<file path="src/rtl/chess_pkg.sv">
// chess_pkg: shared types and constants for the key conditioner.
//   key_state_e   : per-channel FSM state (IDLE, PRESSED, REPEAT)
//   LEFT..RIGHT   : direction indices into the key vectors
//   DEF_*         : default timing in clock cycles (50 MHz system clock)
//   cnt_width()   : counter width helper, never returns less than 1
package chess_pkg;

    typedef enum logic [1:0] {
        IDLE    = 2'd0,
        PRESSED = 2'd1,
        REPEAT  = 2'd2
    } key_state_e;

    localparam int LEFT     = 0;
    localparam int UP       = 1;
    localparam int DOWN     = 2;
    localparam int RIGHT    = 3;
    localparam int NUM_DIRS = 4;

    localparam int DEF_DEBOUNCE_CYCLES = 500000;
    localparam int DEF_REPEAT_DELAY    = 25000000;
    localparam int DEF_REPEAT_PERIOD   = 10000000;

    function automatic int cnt_width(input int n);
        return (n > 1) ? $clog2(n) : 1;
    endfunction

endpackage

</file>
<file path="src/rtl/key_debounce.sv">
// key_debounce: one conditioned input channel.
//   2-flop synchroniser -> stability counter / stable level -> press FSM
//   -> registered one-cycle event.
// Optional feature: define KEY_REPEAT_EN to add the REPEAT state and its
// counter (only active when REPEAT_EN is also set for the instance).
// Ports:
//   clk     : system clock
//   rst_n   : asynchronous active-low reset
//   raw_i   : raw asynchronous input
//   event_o : one-cycle pulse on press (and repeat); also on release when
//             EVENT_ON_RELEASE is set
module key_debounce
    import chess_pkg::*;
#(
    parameter int DEBOUNCE_CYCLES  = DEF_DEBOUNCE_CYCLES,
    parameter int REPEAT_DELAY     = DEF_REPEAT_DELAY,
    parameter int REPEAT_PERIOD    = DEF_REPEAT_PERIOD,
    parameter bit ACTIVE_LOW       = 1'b1,
    parameter bit REPEAT_EN        = 1'b1,
    parameter bit EVENT_ON_RELEASE = 1'b0
) (
    input  logic clk,
    input  logic rst_n,
    input  logic raw_i,
    output logic event_o
);

    if (DEBOUNCE_CYCLES < 1 ||
        (REPEAT_EN && (REPEAT_DELAY < 1 || REPEAT_PERIOD < 1))) begin : g_param_check
        $error("key_debounce: timing parameters must be at least 1");
    end

    localparam int                CNT_W   = cnt_width(DEBOUNCE_CYCLES);
    localparam logic [CNT_W-1:0]  CNT_MAX = CNT_W'(DEBOUNCE_CYCLES - 1);
    // Released level of the raw input; also the reset value of the sync chain.
    localparam logic              IDLE_LEVEL = ACTIVE_LOW;

    logic             meta_q, meta_d;
    logic             sync_q, sync_d;
    logic             stable_q, stable_d;
    logic [CNT_W-1:0] cnt_q, cnt_d;
    key_state_e       state_q, state_d;
    logic             event_q, event_d;
    logic             pressed;

`ifdef KEY_REPEAT_EN
    localparam int               RPT_CYCLES = (REPEAT_DELAY > REPEAT_PERIOD) ? REPEAT_DELAY
                                                                           : REPEAT_PERIOD;
    localparam int               RPT_W      = cnt_width(RPT_CYCLES);
    localparam logic [RPT_W-1:0] DELAY_MAX  = RPT_W'(REPEAT_DELAY - 1);
    localparam logic [RPT_W-1:0] PERIOD_MAX = RPT_W'(REPEAT_PERIOD - 1);

    logic [RPT_W-1:0] rpt_cnt_q, rpt_cnt_d;
`endif

    always_comb begin
        meta_d   = raw_i;
        sync_d   = meta_q;
        stable_d = stable_q;
        cnt_d    = '0;
        // Any agreeing cycle clears the count, so only an unbroken run of
        // DEBOUNCE_CYCLES mismatches moves the stable level.
        if (sync_q != stable_q) begin
            if (cnt_q == CNT_MAX) begin
                stable_d = sync_q;
            end else begin
                cnt_d = cnt_q + 1'b1;
            end
        end
    end

    assign pressed = (stable_q != IDLE_LEVEL);

    always_comb begin
        state_d = state_q;
        event_d = 1'b0;
`ifdef KEY_REPEAT_EN
        rpt_cnt_d = '0;
`endif
        case (state_q)
            IDLE: begin
                if (pressed) begin
                    state_d = PRESSED;
                    event_d = 1'b1;
                end
            end
            PRESSED: begin
                if (!pressed) begin
                    state_d = IDLE;
                    event_d = EVENT_ON_RELEASE;
                end
`ifdef KEY_REPEAT_EN
                else if (REPEAT_EN) begin
                    if (rpt_cnt_q == DELAY_MAX) begin
                        state_d = REPEAT;
                        event_d = 1'b1;
                    end else begin
                        rpt_cnt_d = rpt_cnt_q + 1'b1;
                    end
                end
`endif
            end
`ifdef KEY_REPEAT_EN
            REPEAT: begin
                // Release wins over a due repeat so no pulse follows a release.
                if (!pressed) begin
                    state_d = IDLE;
                    event_d = EVENT_ON_RELEASE;
                end else if (rpt_cnt_q == PERIOD_MAX) begin
                    event_d = 1'b1;
                end else begin
                    rpt_cnt_d = rpt_cnt_q + 1'b1;
                end
            end
`endif
            default: state_d = IDLE;
        endcase
    end

    always_ff @(posedge clk or negedge rst_n) begin
        if (!rst_n) begin
            meta_q   <= IDLE_LEVEL;
            sync_q   <= IDLE_LEVEL;
            stable_q <= IDLE_LEVEL;
            cnt_q    <= '0;
            state_q  <= IDLE;
            event_q  <= 1'b0;
        end else begin
            meta_q   <= meta_d;
            sync_q   <= sync_d;
            stable_q <= stable_d;
            cnt_q    <= cnt_d;
            state_q  <= state_d;
            event_q  <= event_d;
        end
    end

`ifdef KEY_REPEAT_EN
    always_ff @(posedge clk or negedge rst_n) begin
        if (!rst_n) begin
            rpt_cnt_q <= '0;
        end else begin
            rpt_cnt_q <= rpt_cnt_d;
        end
    end
`endif

    assign event_o = event_q;

endmodule

</file>
<file path="src/rtl/key_conditioner.sv">
// key_conditioner: debounces four active-low direction keys and one
// active-high slide switch into clean single-cycle events.
// Optional feature: define KEY_REPEAT_EN to enable auto-repeat on the four
// direction keys (the switch is never repeated).
// Ports:
//   Clock                                  : system clock
//   Reset                                  : asynchronous active-low reset
//   KeyLeft/KeyUp/KeyDown/KeyRight         : raw keys, active-low, async
//   Switch                                 : raw switch, active-high, async
//   LeftPulse/UpPulse/DownPulse/RightPulse : one-cycle press events
//   AnyPulse                               : OR of the direction events
//   SwitchLevel                            : debounced switch level
//   SwitchToggle                           : one-cycle pulse per level change
module key_conditioner
    import chess_pkg::*;
#(
    parameter int DEBOUNCE_CYCLES = DEF_DEBOUNCE_CYCLES,
    parameter int REPEAT_DELAY    = DEF_REPEAT_DELAY,
    parameter int REPEAT_PERIOD   = DEF_REPEAT_PERIOD
) (
    input  logic Clock,
    input  logic Reset,
    input  logic KeyLeft,
    input  logic KeyUp,
    input  logic KeyDown,
    input  logic KeyRight,
    input  logic Switch,
    output logic LeftPulse,
    output logic UpPulse,
    output logic DownPulse,
    output logic RightPulse,
    output logic SwitchLevel,
    output logic SwitchToggle,
    output logic AnyPulse
);

    logic [NUM_DIRS-1:0] key_raw;
    logic [NUM_DIRS-1:0] key_pulse;
    logic                sw_toggle;
    logic                sw_level_q, sw_level_d;

    assign key_raw[LEFT]  = KeyLeft;
    assign key_raw[UP]    = KeyUp;
    assign key_raw[DOWN]  = KeyDown;
    assign key_raw[RIGHT] = KeyRight;

    for (genvar i = 0; i < NUM_DIRS; i++) begin : g_key
        key_debounce #(
            .DEBOUNCE_CYCLES (DEBOUNCE_CYCLES),
            .REPEAT_DELAY    (REPEAT_DELAY),
            .REPEAT_PERIOD   (REPEAT_PERIOD),
            .ACTIVE_LOW      (1'b1),
            .REPEAT_EN       (1'b1),
            .EVENT_ON_RELEASE(1'b0)
        ) u_key (
            .clk    (Clock),
            .rst_n  (Reset),
            .raw_i  (key_raw[i]),
            .event_o(key_pulse[i])
        );
    end

    key_debounce #(
        .DEBOUNCE_CYCLES (DEBOUNCE_CYCLES),
        .REPEAT_DELAY    (REPEAT_DELAY),
        .REPEAT_PERIOD   (REPEAT_PERIOD),
        .ACTIVE_LOW      (1'b0),
        .REPEAT_EN       (1'b0),
        .EVENT_ON_RELEASE(1'b1)
    ) u_switch (
        .clk    (Clock),
        .rst_n  (Reset),
        .raw_i  (Switch),
        .event_o(sw_toggle)
    );

    // The switch channel emits an event on every debounced change, so the
    // level is the running parity of those events. Folding in the live
    // event makes SwitchLevel change on the same edge as SwitchToggle.
    always_comb begin
        sw_level_d = sw_level_q ^ sw_toggle;
    end

    always_ff @(posedge Clock or negedge Reset) begin
        if (!Reset) begin
            sw_level_q <= 1'b0;
        end else begin
            sw_level_q <= sw_level_d;
        end
    end

    assign LeftPulse    = key_pulse[LEFT];
    assign UpPulse      = key_pulse[UP];
    assign DownPulse    = key_pulse[DOWN];
    assign RightPulse   = key_pulse[RIGHT];
    assign AnyPulse     = |key_pulse;
    assign SwitchToggle = sw_toggle;
    assign SwitchLevel  = sw_level_d;

endmodule

</file>
<file path="config.mk">
export PLATFORM = sky130hd
export DESIGN_NAME = key_conditioner
export DESIGN_NICKNAME = d
export VERILOG_FILES = /design/src/rtl/chess_pkg.sv /design/src/rtl/key_debounce.sv /design/src/rtl/key_conditioner.sv
export SDC_FILE = /design/constraint.sdc
export NUM_CORES = 1
export LEC_CHECK = 0
export CORE_ASPECT_RATIO = 1.5
export CORE_MARGIN = 5
export CORE_UTILIZATION = 54
export DETAILED_ROUTE_END_ITERATION = 10
export PLACE_DENSITY = 0.75
export SLEW_MARGIN = 10
export SYNTH_ARGS = -nofsm -noshare
export SYNTH_HDL_FRONTEND = slang
export SYNTH_HIERARCHICAL = 1
export SYNTH_SLANG_ARGS = --single-unit
</file>
<file path="constraint.sdc">
create_clock -name Clock -period 2.35 [get_ports Clock]
set_clock_uncertainty 0.2 [all_clocks]
set_input_delay 0.235 -clock Clock [delete_from_list [all_inputs] [get_ports Clock]]
set_output_delay 0.235 -clock Clock [all_outputs]
set_load 0.01 [all_outputs]
</file>
==> results of run 1 <==
[worst max-delay path: stages (launching register included)]
cell	delay, ns
dfrtp_1	0.41
ha_1	0.28
nand4_4	0.20
or4_4	0.60
or3_1	0.33
a21oi_1	0.15
[Yosys cell counts]
cell,number
inv_1,33
xnor2_1,64
dfrtp_1,109
nor4_1,24
o21ai_0,11
nand3_1,35
a21oi_1,18
nand4_4,4
buf_2,10
mux2_2,5
clkbuf_1,1
nor4b_1,5
dfstp_2,12
mux2i_1,4
nor4bb_1,4
nand4_1,14
a21o_1,1
xor2_1,14
and4_2,1
o21ai_2,1
or4b_2,1
nor3_1,18
nand2_1,30
nand3_2,2
or4_4,4
o41ai_4,4
ha_1,9
nor4_2,4
nor2_1,92
o31ai_1,2
or4_1,4
and2_1,4
or2_2,1
or3_1,12
[kinds of logic after synthesis]
group / after synthesis / synth area share, %
and+or+nand+nor: 259 / 24.2
DFF: 121 / 52.5
xor gates and xnor gates: 78 / 11.8
buffers and inverters: 44 / 3.06
AOI/OAI and AO/OA: 37 / 4.94
muxes: 9 / 1.66
adders and majority gates: 9 / 1.94
[layer usage]
layer | routed length, µm | up-vias | track usage, %
li1 | - | 2002 | -
met1 | 4570 | 2023 | 22.6
met2 | 6150 | 79 | 34.1
met3 | 355 | 18 | 5.12
met4 | 177 | 0 | 8.99
met5 | 0 | - | 0
[where the power goes]
| part | total [mW] | switching [mW] | internal [mW] |
|---|---|---|---|
| clock network | 2.75 | 0.866 | 1.88 |
| registers | 2.16 | 0.0334 | 2.12 |
| logic | 0.151 | 0.0955 | 0.0554 |
| total | 5.05 | 0.994 | 4.06 |
[layout make-up]
| type | count | area, µm² |
|---|---|---|
| Clock buffer | 24 | 492 |
| Timing Repair Buffer | 28 | 268 |
| Fill cell | 798 | 3710 |
| Clock inverter | 8 | 140 |
| Inverter | 33 | 124 |
| Sequential cell | 121 | 3040 |
| Multi-Input combinational cell | 392 | 2580 |
| Tap cell | 144 | 180 |
[stage by stage]
stage                     power [mW]  std cells
after detailed placement        2.34        717
final                           5.05        750
after global placement          2.33        717
after CTS                       5.11        750
after floorplan                 2.26        557
after global routing            5.24        750
[state kept, by name, summed over array words and instances, names as in the netlist]
register / flops
u_switch/state_q: 1
g_key.u_key/event_o: 4
sw_level_q: 1
u_switch/event_o: 1
u_switch/cnt_q: 19
u_switch/meta_q: 1
g_key.u_key/stable_q: 4
g_key.u_key/sync_q: 4
u_switch/pressed: 1
g_key.u_key/cnt_q: 76
g_key.u_key/state_q: 4
u_switch/sync_q: 1
g_key.u_key/meta_q: 4
[timing repair]
action / CTS / global route
resized for setup: 0 / 0
endpoints found under the setup margin: 0 / 0
hold buffers: 1 / 0
endpoints found under the hold margin: 65 / 0
buffers inserted: 0 / 0
[final timing paths]
| check | from | to | slack [ns] | cells after the start |
|---|---|---|---|---|
| worst max-delay path | g_key[3].u_key/cnt_q[0]$_DFF_PN0_ | g_key[3].u_key/cnt_q[18]$_DFF_PN0_ | 0.12 | 5 |
| worst min-delay path | KeyUp | g_key[1].u_key/meta_q$_DFF_PN1_ | 0.05 | 1 |
| worst max register to register | g_key[3].u_key/cnt_q[0]$_DFF_PN0_ | g_key[3].u_key/cnt_q[18]$_DFF_PN0_ | 0.12 | 5 |
| worst min register to register | g_key[3].u_key/meta_q$_DFF_PN1_ | g_key[3].u_key/sync_q$_DFF_PN1_ | 0.16 | 0 |
| max in group asynchronous | Reset | g_key[1].u_key/stable_q$_DFFE_PN1P_ | 1.16 | 3 |
| min in group asynchronous | Reset | g_key[1].u_key/cnt_q[10]$_DFF_PN0_ | 0.12 | 2 |
==> results_dict.tcl, run 1 <==
set metrics [dict create \
    status "completed" \
    syn_nets 573 \
    place_ws_ns 0.124 \
    synth_cell_type_count 34 \
    area_delta_synth_final_pct 17.7 \
    routedWlPerCell_um 15.0 \
    vias 4122 \
    start_kind "flip-flop" \
    finalHoldViolCount 0 \
    layout_common_cells "dfrtp_1 (109), nor2_1 (92), xnor2_1 (64)" \
    min_path_type "input port to flip-flop" \
    rsz0062_at_grt "false" \
    yosys_register_bits 121 \
    vdd_drop_max_v 0.000621 \
    path_class "flip-flop to flip-flop" \
    fp.dieArea_um2 13000 \
    place_area_um2 6180 \
    pwr_density_cell_nw_per_um2 740 \
    post-route-cell-area_um2 6830 \
    pin_count 14 \
    crit_fanout 8 \
    port_buffers 13 \
    post-route-period-util_pct 95.0 \
    grt_max_degree 54 \
    final_common_cell "dfrtp_1" \
    tightest_slew_ns 0.564 \
    drive_gt1_share_pct 13.7 \
    drc 0 \
    rows 46 \
    final_util_pct 64.8 \
    setup_tns_ns 0 \
    syn_area_um2 5800 \
    dieHeight_um 137 \
    yosysTopAreaCellShare_pct 47.0 \
    grt_pass1_vias 4465 \
    worst_setup_path_end_kind "flip-flop" \
    gp_congestion 0.873 \
    cts.htree.levels 4 \
    leakage_nw 2.75 \
    fmax_mhz 448 \
    cts_tree "yes" \
    worstPathArrival_ns 2.36 \
    maxCapViolCount 0 \
    max-slew-margin-rel_pct 62.0 \
    dp_hpwl_um 7420 \
    wl_um 11300 \
    root_buffer "clkbuf_16" \
    clkLatencyLatePin_ns 0.41 \
    fin_nets 609 \
    core_um2 10500 \
    ant_nets 0 \
    cts_made_buffers 17 \
    grt.overflow.total 0 \
    yosys-top-cells-area "dfrtp_1 (47%), xnor2_1 (9.7%), nor2_1 (6.0%)" \
    yosysWarnings 6 \
    hold_ws_ns 0.0484 \
    first_pass_iters 5 \
    setup_ws_ns 0.117 \
    routed_via_density 5.50 \
    period_needed_ns 2.23 \
    synth_cells 557 \
    drv_slew 0 \
    die_x_um 94.6 \
    synth-seq-area-share_pct 52.5 \
    setup_viol 0 \
    detail_route.iter0.violations 218 \
    cp.required_ns 2.48 \
    cts_sinks 121 \
    grt_use_total_pct 19.7 \
    start_util_pct 55.1 \
    grt_antenna_before_repair 0 \
    synth_top_area_cell "dfrtp_1" \
    n_antenna_cell 0 \
    grt_pass1_wl_um 20100 \
    clk_pin_slew_ns 0.05 \
    syn_avg_cell_area_um2 10.4 \
    clockBufferDepth 2 \
]
(Power assumes the default switching activity.)
==> run 2: changes to the inputs <==
--- a/config.mk
+++ b/config.mk
@@ -10,6 +10,7 @@
 export CORE_UTILIZATION = 54
 export DETAILED_ROUTE_END_ITERATION = 10
 export PLACE_DENSITY = 0.75
+export SETUP_SLACK_MARGIN = 0.4
 export SLEW_MARGIN = 10
 export SYNTH_ARGS = -nofsm -noshare
 export SYNTH_HDL_FRONTEND = slang
==> results_dict.tcl, run 2 (synthesis results as in run 1) <==
set metrics [dict create \
    maxCapViolCount 0 \
    gp_congestion 0.836 \
    dieHeight_um 137 \
    grt_max_degree 42 \
    routed_via_density 5.63 \
    core_um2 10500 \
    worstPathArrival_ns 2.16 \
    pwr_density_cell_nw_per_um2 648 \
    grt_antenna_before_repair 0 \
    finalHoldViolCount 0 \
    drc 0 \
    period_needed_ns 2.06 \
    grt_pass1_wl_um 20800 \
    dp_hpwl_um 7250 \
    multi_input_area_um2 2990 \
    top_register "g_key.u_key/cnt_q" \
    worst_setup_path_end_kind "flip-flop" \
    wl_um 13200 \
    nFillCells 649 \
    largest_register_ffs 76 \
    tightest_slew_ns 0.448 \
    pin_count 14 \
    drv_slew 0 \
    detail_route.iter0.violations 347 \
    cts_made_buffers 17 \
    leakage_nw 3.14 \
    max-slew-margin-rel_pct 69.7 \
    clkLatencyLatePin_ns 0.41 \
    setup_viol 0 \
    start_util_pct 55.1 \
    die_x_um 94.6 \
    place_ws_ns 0.224 \
    grt_pass1_vias 4573 \
    cts_tree "yes" \
    final_common_cell "dfrtp_1" \
    drive_gt1_share_pct 33.0 \
    crit_fanout 4 \
    fin_nets 664 \
    rsz0062_at_grt "true" \
    cts_sinks 121 \
    status "completed" \
    fmax_mhz 485 \
    seq_area_um2 3070 \
    port_buffers 13 \
    ant_nets 0 \
    reg_top3 "g_key.u_key/cnt_q (76), u_switch/cnt_q (19)" \
    reg2reg_slack_ns 0.29 \
    start_kind "flip-flop" \
    layout_common_cells "dfrtp_1 (88), nor2_1 (87), xnor2_1 (64)" \
    vdd_drop_max_v 0.000492 \
    cts.htree.levels 4 \
    post-route-period-util_pct 87.8 \
    cp.required_ns 2.45 \
    n_antenna_cell 0 \
    vias 4534 \
    min_path_type "input port to flip-flop" \
    area_delta_synth_final_pct 32.6 \
    grt_use_total_pct 20.4 \
    fp.dieArea_um2 13000 \
    setup_ws_ns 0.286 \
    rows 46 \
    routedWlPerCell_um 16.4 \
    setup_tns_ns 0 \
    first_pass_iters 4 \
    clk_pin_slew_ns 0.06 \
    root_buffer "clkbuf_16" \
    clockBufferDepth 2 \
    path_class "flip-flop to flip-flop" \
    grt.overflow.total 0 \
]
==> run 2: cell types whose count changed in the layout (fill, tap and decap cells not counted), sizes merged <==
cell           change
clkbuf             -1
bufinv             -2
dlygate4sd2        +1
clkdlybuf4s50      -2
buf               +55
inv                +1
clkinv             -2
clkinvlp           +5
==> run 2: area by class of cell <==
| class | count | area share [%] |
|---|---|---|
| flip-flops and latches | 121 | 39.9 |
| multi-input cells | 392 | 38.8 |
| repair buffers | 83 | 9.49 |
| clock buffers | 22 | 6.30 |
| well taps | 144 | 2.34 |
| inverters | 33 | 1.61 |
| clock inverters | 10 | 1.51 |
==> run 2: layer usage <==
layer / vias up / GRT usage [%] / share of wire, %
met5: - / 0 / 0
met4: 0 / 10.0 / 2.5
met3: 37 / 4.95 / 3.8
met2: 126 / 35.4 / 55
met1: 2258 / 23.2 / 39
li1: 2113 / - / -
==> run 2: worst paths after layout <==
check,cells after the start,start,end
max in group asynchronous,3,Reset,g_key[0].u_key/stable_q$_DFFE_PN1P_
min in group asynchronous,2,Reset,g_key[1].u_key/cnt_q[2]$_DFF_PN0_
worst max register to register,5,u_switch/cnt_q[5]$_DFF_PN0_,u_switch/pressed$_DFFE_PN0P_
worst min-delay path,1,KeyDown,g_key[2].u_key/meta_q$_DFF_PN1_
worst min register to register,0,u_switch/meta_q$_DFF_PN0_,u_switch/sync_q$_DFF_PN0_
worst max-delay path,5,u_switch/cnt_q[5]$_DFF_PN0_,u_switch/pressed$_DFFE_PN0P_
==> run 2: timing repair <==
item | 4_1_cts | 5_1_grt
hold buffers | 1 | 0
endpoints found under the hold margin | 94 | 0
setup buffers | 30 | 27
cloned | 0 | 2
resized for setup | 20 | 82
setup endpoints to repair | 55 | 84
pin swaps | 10 | 43
==> run 2: per-stage QoR <==
| step | power, mW | cell area, µm² | utilization [%] | cells | hold WS [ns] |
|---|---|---|---|---|---|
| final | 4.98 | 7690 | 73.0 | 805 | 0.0230 |
| after global routing | 5.16 | 7690 | 73.0 | 805 | 0.0237 |
| after CTS | 4.98 | 7160 | 68.0 | 776 | 0.00994 |
| after detailed placement | 2.35 | 6210 | 59.0 | 713 | 0.0164 |
| after global placement | 2.35 | 6210 | 59.0 | 713 | 0.00833 |
| after floorplan | 2.27 | 5860 | - | 557 | -0.261 |
==> run 2: worst max-delay path, stage by stage (launching register included) <==
cell and delay (ns):
dfrtp_1 0.41, buf_4 0.17, nor4b_1 0.40, nand3_1 0.26, nor2_2 0.16, mux2_2 0.34
==> run 2: where the power goes <==
part	internal, mW	switching, mW	total, mW	leakage, nW
logic	0.103	0.121	0.224	1.28
registers	2.12	0.0350	2.16	1.58
clock network	1.67	0.932	2.60	0.281
total	3.90	1.09	4.98	3.14
==> run 3: changes to the inputs <==
--- a/config.mk
+++ b/config.mk
@@ -9,7 +9,7 @@
 export CORE_MARGIN = 5
 export CORE_UTILIZATION = 54
 export DETAILED_ROUTE_END_ITERATION = 10
-export PLACE_DENSITY = 0.75
+export PLACE_DENSITY = 0.71
 export SETUP_SLACK_MARGIN = 0.4
 export SLEW_MARGIN = 10
 export SYNTH_ARGS = -nofsm -noshare
==> results_dict.tcl, run 3 (synthesis results as in run 1) <==
set metrics [dict create \
    status "completed" \
    drive_gt1_share_pct 27.8 \
    start_util_pct 55.1 \
    p_int_mw 3.64 \
    tightest_slew_ns 0.638 \
    fin_nets 658 \
    area_delta_synth_final_pct 27.5 \
    grt_max_degree 51 \
    grt_use_total_pct 19.2 \
    routedWlPerCell_um 15.1 \
    rsz0062_at_grt "true" \
    cts_made_buffers 17 \
    clk_pin_slew_ns 0.05 \
    cts_sinks 121 \
    grt_pass1_vias 4403 \
    power.share.combinational_pct 4.5 \
    post-route-period-util_pct 84.8 \
    cp.required_ns 2.48 \
    layout_common_cells "nor2_1 (87), dfrtp_1 (87), xnor2_1 (64)" \
    setup_tns_ns 0 \
    reg_top3 "g_key.u_key/cnt_q (76), u_switch/cnt_q (19)" \
    grt.overflow.total 0 \
    root_buffer "clkbuf_16" \
    cts.htree.levels 4 \
    p_clk_share_pct 48.7 \
    drc 0 \
    grt_antenna_before_repair 0 \
    fp.dieArea_um2 13000 \
    largest_register_ffs 76 \
    swShare_pct 21.0 \
    dp_hpwl_um 7330 \
    p_switching_mw 0.969 \
    pwr_density_cell_nw_per_um2 623 \
    finalHoldViolCount 0 \
    setup_viol 0 \
    wl_um 12100 \
    drv_slew 0 \
    port_buffers 13 \
    core_um2 10500 \
    pin_count 14 \
    max-slew-margin-rel_pct 57.4 \
    rows 46 \
    crit_fanout 4 \
    maxCapViolCount 0 \
    n_antenna_cell 0 \
    period_needed_ns 1.99 \
    routed_via_density 5.54 \
    vias 4426 \
    dieHeight_um 137 \
    top_register "g_key.u_key/cnt_q" \
    vdd_drop_max_v 0.000532 \
    die_x_um 94.6 \
    worst_setup_path_end_kind "flip-flop" \
    gp_congestion 0.839 \
    detail_route.iter0.violations 205 \
    worstPathArrival_ns 2.13 \
    min_path_type "input port to flip-flop" \
    seq_power_share_pct 46.8 \
    clockBufferDepth 2 \
    clkLatencyLatePin_ns 0.40 \
    grt_pass1_wl_um 19800 \
    setup_ws_ns 0.358 \
    first_pass_iters 6 \
    path_class "flip-flop to flip-flop" \
    cts_tree "yes" \
    fmax_mhz 502 \
    ant_nets 0 \
    place_ws_ns 0.218 \
    leakage_nw 3.04 \
    start_kind "flip-flop" \
]
==> run 3: changes by cell type in the layout (fill, tap and decap cells not counted), moves of 3 or more <==
cell,before,now
or3_1,3,10
buf_12,4,1
a21oi_1,7,14
clkinvlp_4,5,0
a21oi_2,11,4
or3_4,9,2
clkbuf_1,1,9
nor4_2,5,1
buf_6,8,4
nand3_1,30,33
nand3_2,6,3
==> run 3: power by group through the flow <==
stage / clock [mW] / combinational (mW) / sequential [mW]
2_1_floorplan: 0 / 0.0869 / 2.18
3_3_place_gp: 0 / 0.154 / 2.19
3_5_place_dp: 0 / 0.160 / 2.19
4_1_cts: 2.30 / 0.195 / 2.15
5_1_grt: 2.39 / 0.234 / 2.16
6_report: 2.25 / 0.208 / 2.16
==> run 3: through the flow <==
step | instance area (µm²) | util [%] | power [mW] | instances | hold slack (ns)
after floorplan | 5860 | - | 2.27 | 557 | -0.261
after global placement | 6210 | 58.9 | 2.35 | 714 | 0.0993
after detailed placement | 6210 | 58.9 | 2.36 | 714 | 0.108
after CTS | 7020 | 66.7 | 4.65 | 775 | 0.0248
after global routing | 7390 | 70.2 | 4.78 | 799 | 0.0342
final | 7390 | 70.2 | 4.61 | 799 | 0.0406
==> run 3: routing by layer <==
metal / global-route usage (%) / routed length (µm) / vias up
met2: 33.3 / 6470 / 107
met1: 23.2 / 4940 / 2192
li1: - / - / 2095
met4: 6.66 / 247 / 0
met5: 0 / 0 / -
met3: 4.18 / 401 / 32
==> run 3: repair_timing <==
| action | in CTS | in global routing |
|---|---|---|
| endpoints found under the setup margin | 58 | 83 |
| buffers inserted | 28 | 23 |
| hold buffers | 1 | 0 |
| gates cloned | 0 | 1 |
| endpoints found under the hold margin | 38 | 0 |
| resized for setup | 18 | 55 |
| pin swaps | 6 | 34 |
==> run 3: worst paths after layout <==
kind | startpoint | depth (start not counted) | end | slack [ns]
max in group asynchronous | Reset | 3 | g_key[2].u_key/meta_q$_DFF_PN1_ | 1.01
max | g_key[3].u_key/cnt_q[10]$_DFF_PN0_ | 4 | g_key[3].u_key/cnt_q[16]$_DFF_PN0_ | 0.36
min reg2reg | g_key[1].u_key/meta_q$_DFF_PN1_ | 0 | g_key[1].u_key/sync_q$_DFF_PN1_ | 0.15
min | KeyDown | 1 | g_key[2].u_key/meta_q$_DFF_PN1_ | 0.04
min in group asynchronous | Reset | 2 | g_key[1].u_key/cnt_q[14]$_DFF_PN0_ | 0.21
max reg2reg | g_key[3].u_key/cnt_q[10]$_DFF_PN0_ | 4 | g_key[3].u_key/cnt_q[16]$_DFF_PN0_ | 0.36
==> run 3: cell type report <==
cell class	instances	area, µm²
Clock inverter	3	15.0
Fill cell	728	3140
Multi-Input combinational cell	392	2870
Sequential cell	121	3070
Inverter	33	124
Clock buffer	29	500
Timing Repair Buffer	77	632
Tap cell	144	180
==> run 3: worst max-delay path, cell delays in order (launching register included) <==
cell and delay, ns:
dfrtp_1 0.41, nand4_1 0.24, or4_4 0.60, or3_4 0.35
a21oi_2 0.13
